<file path="src/rtl/fetch_unit.sv">
// Instruction-fetch stage: owns the PC, issues one bus request at a time and hands the
// captured instruction to decode through a valid/stall handshake. Redirects squash stale fetches.
module fetch_unit #(
  parameter logic [63:0] RESET_PC = 64'h0000_0000_8000_0000
) (
  input  logic        clk,
  input  logic        reset,
  output logic        ireq_valid,
  output logic [63:0] ireq_addr,
  input  logic        iresp_addr_ok,
  input  logic        iresp_data_ok,
  input  logic [31:0] iresp_data,
  input  logic        redirect_valid,
  input  logic [63:0] redirect_pc,
  input  logic        stall,
  output logic        out_valid,
  output logic [31:0] out_instr,
  output logic [63:0] out_pc
);

  typedef enum logic [1:0] {
    StReq,
    StWait,
    StDrop,
    StHold
  } state_e;

  state_e      state_q, state_d;
  logic [63:0] pc_q, pc_d;
  logic        out_valid_q, out_valid_d;
  logic [31:0] out_instr_q, out_instr_d;
  logic [63:0] out_pc_q, out_pc_d;

  always_comb begin
    state_d     = state_q;
    pc_d        = pc_q;
    out_valid_d = out_valid_q;
    out_instr_d = out_instr_q;
    out_pc_d    = out_pc_q;

    if (redirect_valid) begin
      // A redirect outranks everything; only the bus bookkeeping decides REQ vs DROP.
      pc_d        = redirect_pc;
      out_valid_d = 1'b0;
      unique case (state_q)
        StReq:   state_d = iresp_addr_ok ? StDrop : StReq;
        StWait:  state_d = iresp_data_ok ? StReq : StDrop;
        StDrop:  state_d = iresp_data_ok ? StReq : StDrop;
        StHold:  state_d = StReq;
        default: state_d = StReq;
      endcase
    end else begin
      unique case (state_q)
        StReq: begin
          if (iresp_addr_ok) state_d = StWait;
        end
        StWait: begin
          if (iresp_data_ok) begin
            out_instr_d = iresp_data;
            out_pc_d    = pc_q;
            out_valid_d = 1'b1;
            pc_d        = pc_q + 64'd4;
            state_d     = StHold;
          end
        end
        StDrop: begin
          if (iresp_data_ok) state_d = StReq;
        end
        StHold: begin
          if (!stall) begin
            out_valid_d = 1'b0;
            state_d     = StReq;
          end
        end
        default: state_d = StReq;
      endcase
    end
  end

  always_ff @(posedge clk or posedge reset) begin
    if (reset) begin
      state_q     <= StReq;
      pc_q        <= RESET_PC;
      out_valid_q <= 1'b0;
      out_instr_q <= 32'd0;
      out_pc_q    <= 64'd0;
    end else begin
      state_q     <= state_d;
      pc_q        <= pc_d;
      out_valid_q <= out_valid_d;
      out_instr_q <= out_instr_d;
      out_pc_q    <= out_pc_d;
    end
  end

  assign ireq_valid = (state_q == StReq);
  assign ireq_addr  = pc_q;
  assign out_valid  = out_valid_q;
  assign out_instr  = out_instr_q;
  assign out_pc     = out_pc_q;

endmodule

</file>
<file path="config.mk">
export PLATFORM = sky130hd
export DESIGN_NAME = fetch_unit
export DESIGN_NICKNAME = d
export VERILOG_FILES = /design/src/rtl/fetch_unit.sv
export SDC_FILE = /design/constraint.sdc
export NUM_CORES = 1
export LEC_CHECK = 0
export BUFFER_PORTS_ARGS = -buffer_cell sky130_fd_sc_hd__buf_2
export CAP_MARGIN = 20
export CORE_ASPECT_RATIO = 1.1
export CORE_MARGIN = 2
export CORE_UTILIZATION = 55
export CTS_CLUSTER_DIAMETER = 50
export DETAILED_ROUTE_END_ITERATION = 7
export HOLD_SLACK_MARGIN = 0.12
export PLACE_DENSITY_LB_ADDON = 0.15
export SLEW_MARGIN = 5
export SYNTH_ARGS = -nofsm -noshare
export SYNTH_HDL_FRONTEND = slang
export SYNTH_SLANG_ARGS = --single-unit
</file>
<file path="constraint.sdc">
create_clock -name clk -period 13.6 [get_ports clk]
set_input_delay 2.72 -clock clk [delete_from_list [all_inputs] [get_ports clk]]
set_output_delay 2.72 -clock clk [all_outputs]
set_load 0.01 [all_outputs]
</file>
-- After elaboration in Yosys (flattened, before gate mapping)
Index checks and enable logic that the tools add are counted.
Widths: inputs -> output; s select.
- ROM bits: 0
- register bits after elaboration: 163
- input bits: 102
- memories kept: 0
- bits in writable memories: 0
- bits in latches: 0
- magnitude comparators: 0
- multiply operators: 0
- divide/modulo/power cells: 0
- bitwise operators: 1
- shift operators: 0
- multiplexer cells: 16
- reductions and logical operators: 9
- add/subtract/negate cells: 1
- eq/ne operators: 7
- operators with widths (cell ; count):
    $mux 64 ; 3
    $add 64x3->64 const B ; 1
    $mux 2 ; 7
    $ne 3x3->1 const B ; 3
    $pmux 2 s4 ; 1
    $pmux 2 s3 ; 1
    $reduce_and 3->1 ; 2
    $eq 2x2->1 const B ; 2
    $reduce_and 4->1 ; 1
    $reduce_bool 2->1 ; 2
    $mux 1 ; 3
    $ne 3x1->1 const B ; 1
    $reduce_bool 3->1 ; 1
    $eq 2x1->1 const B ; 1
    $logic_not 2->1 ; 1
    $pmux 1 s2 ; 1
    $reduce_and 2->1 ; 1
    $reduce_or 2->1 ; 1
    $not 1->1 ; 1

-- Logic depth before layout (Yosys ltp)
- word-level depth: 4
- gate-level depth with buffers: 9
- mapped depth without buffers: 7

-- Worst setup path before layout
OpenSTA, ideal clock, no wires.
- path kind: input -> register
- from: input port iresp_data_ok
- to: register pc_q[55], in the netlist ireq_addr[55]
- arrival: 4393 ps
- cell stages on the path: 6
- setup slack: 9138 ps
- cells stage by stage: and4_1 -> nand4_1 -> or4_4 -> buf_6 -> or4_1 -> nand3_1
- cells in the longest elaborated chain, start to end: 2
- ends and longest elaborated chain (item ; RTL line ; text):
    start, declared ; 11 ; input logic iresp_data_ok,
    $reduce_bool 2->1 (no line) ; - ;
    $reduce_and 2->1 (no line) ; - ;
    end signal, assigned ; 89 ; pc_q <= pc_d;
    end, declared ; 29 ; logic [63:0] pc_q, pc_d;
Every way passes these cells.
A chain may end at the register's enable or synchronous reset.

-- Worst setup path in the final report
- from: input port redirect_valid
- to: register out_pc_q[29], in the netlist out_pc[29]
- cells in the longest elaborated chain, start to end: 2
- ends and longest elaborated chain (item ; RTL line ; text):
    start, declared ; 13 ; input logic redirect_valid,
    $not 1->1 (no line) ; - ;
    $reduce_and 3->1 (no line) ; - ;
    end signal, assigned ; 92 ; out_pc_q <= out_pc_d;
    end, declared ; 32 ; logic [63:0] out_pc_q, out_pc_d;
Every way passes these cells.

==> summary.md <==
| Metric | Value |
|---|---|
| H-tree levels | `4` |
| Relative slew slack | `37.96%` |
| Final WL | `approximately 21000 um` |
| Fillers | `around 1100` |
| Final hold violation count | `0` |
| YS warnings | `0` |
| Post-Route Utilization | `between 70% and 80%` |
| Period utilization | `between 30% and 40%` |
| Synthesized net count | `about 840` |
| Placeable core area | `0.01385 sq mm` |
| Final ANT Viol Nets | `0` |
| Setup tns final | `0 ps` |
| Commonest non-fill, non-tap cell in the layout | `buf_2` |
| Worst path slowest cell | `buf_4` |
| Post-Layout Cell Count | `approximately 1200` |
| Cts repair resizes | `0` |
| Hold/Removal Path Class | `flip-flop to flip-flop` |
| Remaining Overflow, GRT | `0` |
| Sw Ratio | `32.17%` |
| Post-synthesis cell area | `approximately 0.0078 sq mm` |
| Clock latency on the worst-skew pair | `approximately 430 ps` |
| Max Cap Viol | `0` |
| Die area | `between 0.015 and 0.02 sq mm` |
| Sw Pwr | `between 500 and 600 uW` |
| Startpoint Class | `primary input` |
| P_leak | `approximately 0.0046 uW` |
| CTS Sinks | `between 150 and 200` |
| FF+latch count, synth | `163` |
| CP required | `roughly 14000 ps` |
| Buf/Inv on CP | `3` |
| Worst-path fanout max | `slightly below 80` |
| GRT Util Overall | `27.67%` |
| Fmax | `0.1871 GHz` |
| Commonest cells after routing, fill and taps aside | `262 x buf_2, 162 x dfrtp_1, 90 x mux2_2` |
| Vias in the first global route | `between 6000 and 7000` |
| Iteration-0 DRC count of the detailed router | `between 500 and 600` |
| Clock buffer depth | `2` |
| Drt drc | `0` |
| Fin crit period | `~5300 ps` |
| First-pass iteration count of the detailed router | `5` |
| Cell Chain, Critical Path | `buf_4, clkinv_1, nand2_4, buf_4, mux2_2` |
| Placer Congestion | `between 0.8 and 0.9` |
| Area Overhead vs Synth | `25.66%` |
| Chip Height | `129.1 um` |
| Peak VDD IR | `just over 0.00009 V` |
| Crit end category | `flip-flop` |
| Worst hold slack | `between 400 and 500 ps` |
| Largest net degree at the start of global routing | `106` |
| WL per Instance | `~18 um` |
| Post-Syn Instances | `730` |
| IO buf count | `263` |
| Crit-path max cell delay | `780 ps` |
| Vias/cell | `approximately 5.8` |
| Predominant post-synthesis flop cell | `dfrtp_1` |
| Comb pwr share | `around 30%` |
| DPL Wire Length | `15210 um` |
| Clock Skew | `around 5.1 ps` |
| Sequential area share after synthesis | `52.14%` |
| Fin nets | `roughly 1100` |
| Outcome | `completed` |
| Worst-margin pin slew | `930.6 ps` |
| Synth unique cells | `48` |
| Clk Tree Root Cell | `clkbuf_16` |
| # IOs | `between 200 and 300` |
| DP Cell Count | `around 1100` |
| Post-synth ARST share | `between 90% and 100%` |
| Synth Area per Inst | `between 10 and 15 sq um` |
| Setup Fix Bufs, Post-CTS | `0` |
| Max-slew violations | `0` |
| Sequential cell fraction of total power | `a little over two fifths` |
| DR vias | `about 7000` |
| Int Pwr | `1180 uW` |
| Fraction of layout cells with a size suffix above 1 | `39.88%` |
| First-pass GRT wire length | `approximately 33000 um` |
| Clock transition at path regs | `~60 ps` |
| Pwr Density | `177.0 mW/mm^2` |
| Cts hold-fix bufs | `0` |
| Initial antenna violation count | `1` |
| Cell family with most CP delay | `buffers and inverters` |
| Final Setup Violations | `0` |
| # rows | `45` |
| Number of synthesized flops with an enable pin | `0` |
| RSZ-0062 raised after global routing | `false` |
| Crit path DAT | `5660 ps` |
| Num CTS Buffers | `17` |
| CTS tree | `done` |
| Die extent in x | `~120 um` |
| CP dominant cell by count | `buf_4` |
| Clk pwr share | `a little over a quarter` |
| Initial core utilization | `between 50% and 60%` |
| CP Class | `primary input to flip-flop` |
## state kept, by name, summed over array words and instances (netlist names)
register,count
ireq_addr,64
out_instr,32
out_pc,64
out_valid,1
state_q,2
## tightest hold or removal path, delay by kind of cell, from the launching register on
family / cells / cell delay, ps
DFF: 1 / 340
and+or+nand+nor: 1 / 50
AOI/OAI and AO/OA: 1 / 60
## cells by family after synthesis
group / share of synthesized area, %
compound gates: 6.300
simple gates: 20.21
fa+ha+maj: 0.9594
mux: 13.59
xor+xnor: 3.805
flops: 52.14
buf+inv: 2.990
## power by group through the flow
| stage | Clock (uW) | Combinational, uW | Sequential [uW] |
|---|---|---|---|
| final | 473 | 517 | 751 |
| after global routing | 498 | 559 | 772 |
| after CTS | 475 | 524 | 751 |
| after detailed placement | 0 | 521 | 758 |
| after global placement | 0 | 507 | 750 |
| after floorplan | 0 | 217 | 822 |
## routing by layer
metal / track usage, % / share of wire, % / vias up
li1: - / - / 3163
met5: 0 / 0 / -
met4: 10.77 / 2.3 / 0
met2: 45.18 / 49 / 288
met3: 7.262 / 7.0 / 39
met1: 35.82 / 42 / 3330
## synth_stat cells (2+ instances only)
master / number / area (sq um)
nor2_1: 22 / 82.58
nand4_1: 35 / 219.0
ha_1: 6 / 75.07
a221o_1: 8 / 80.08
a311o_1: 2 / 20.02
xnor2_1: 24 / 210.2
a22oi_1: 7 / 52.55
a221oi_1: 2 / 17.52
a21oi_1: 4 / 20.02
or4_1: 13 / 97.59
mux2i_1: 5 / 50.05
and3_1: 9 / 56.30
and4_1: 13 / 113.9
clkbuf_2: 3 / 15.01
inv_1: 18 / 67.56
a31oi_1: 3 / 18.77
or2_2: 2 / 12.51
clkbuf_1: 29 / 108.9
o21ai_0: 44 / 220.2
nand2_1: 89 / 334.1
nor4_1: 27 / 168.9
o211ai_1: 2 / 15.01
nor2b_1: 12 / 75.07
a211oi_1: 2 / 15.01
nor3b_1: 7 / 52.55
xor2_1: 10 / 87.58
nand3_1: 39 / 195.2
mux2_2: 90 / 1013
and2_1: 4 / 25.02
dfrtp_1: 162 / 4054
buf_1: 6 / 22.52
nor3_1: 15 / 75.07
## layout make-up
type                    instances  area [sq um]  area share (%)
clock buffers                  20         446.7           4.543
clock inverters                12         132.6           1.349
flip-flops and latches        163          4080           41.49
well taps                     188         235.2           2.392
repair buffers                266          1341           13.64
inverters                      19         76.32          0.7762
diodes                          1         2.502         0.02545
multi-input cells             508          3518           35.78
## per-stage QoR
stage               power [uW]  worst slack [ps]  instance area (sq um)
CTS                       1750              8264                   9831
finish                    1740              8254                   9833
global placement          1258              7914                   9251
global route              1829              8034                   9833
floorplan                 1039              6477                   7825
detailed placement        1280              7839                   9251
## final timing paths
path                                      from       endpoint  slack (ps)  depth (start not counted)
worst max-delay path            redirect_valid     out_pc[29]        8250                          5
worst min-delay path                out_pc[30]     out_pc[30]         480                          2
worst max register to register      state_q[1]  ireq_addr[63]       10450                          7
worst min register to register      out_pc[30]     out_pc[30]         480                          2
max in group asynchronous                reset  ireq_addr[41]        9780                          3
min in group asynchronous                reset  out_instr[26]        2490                          2
Note: power is estimated with default switching activity, not from simulation.
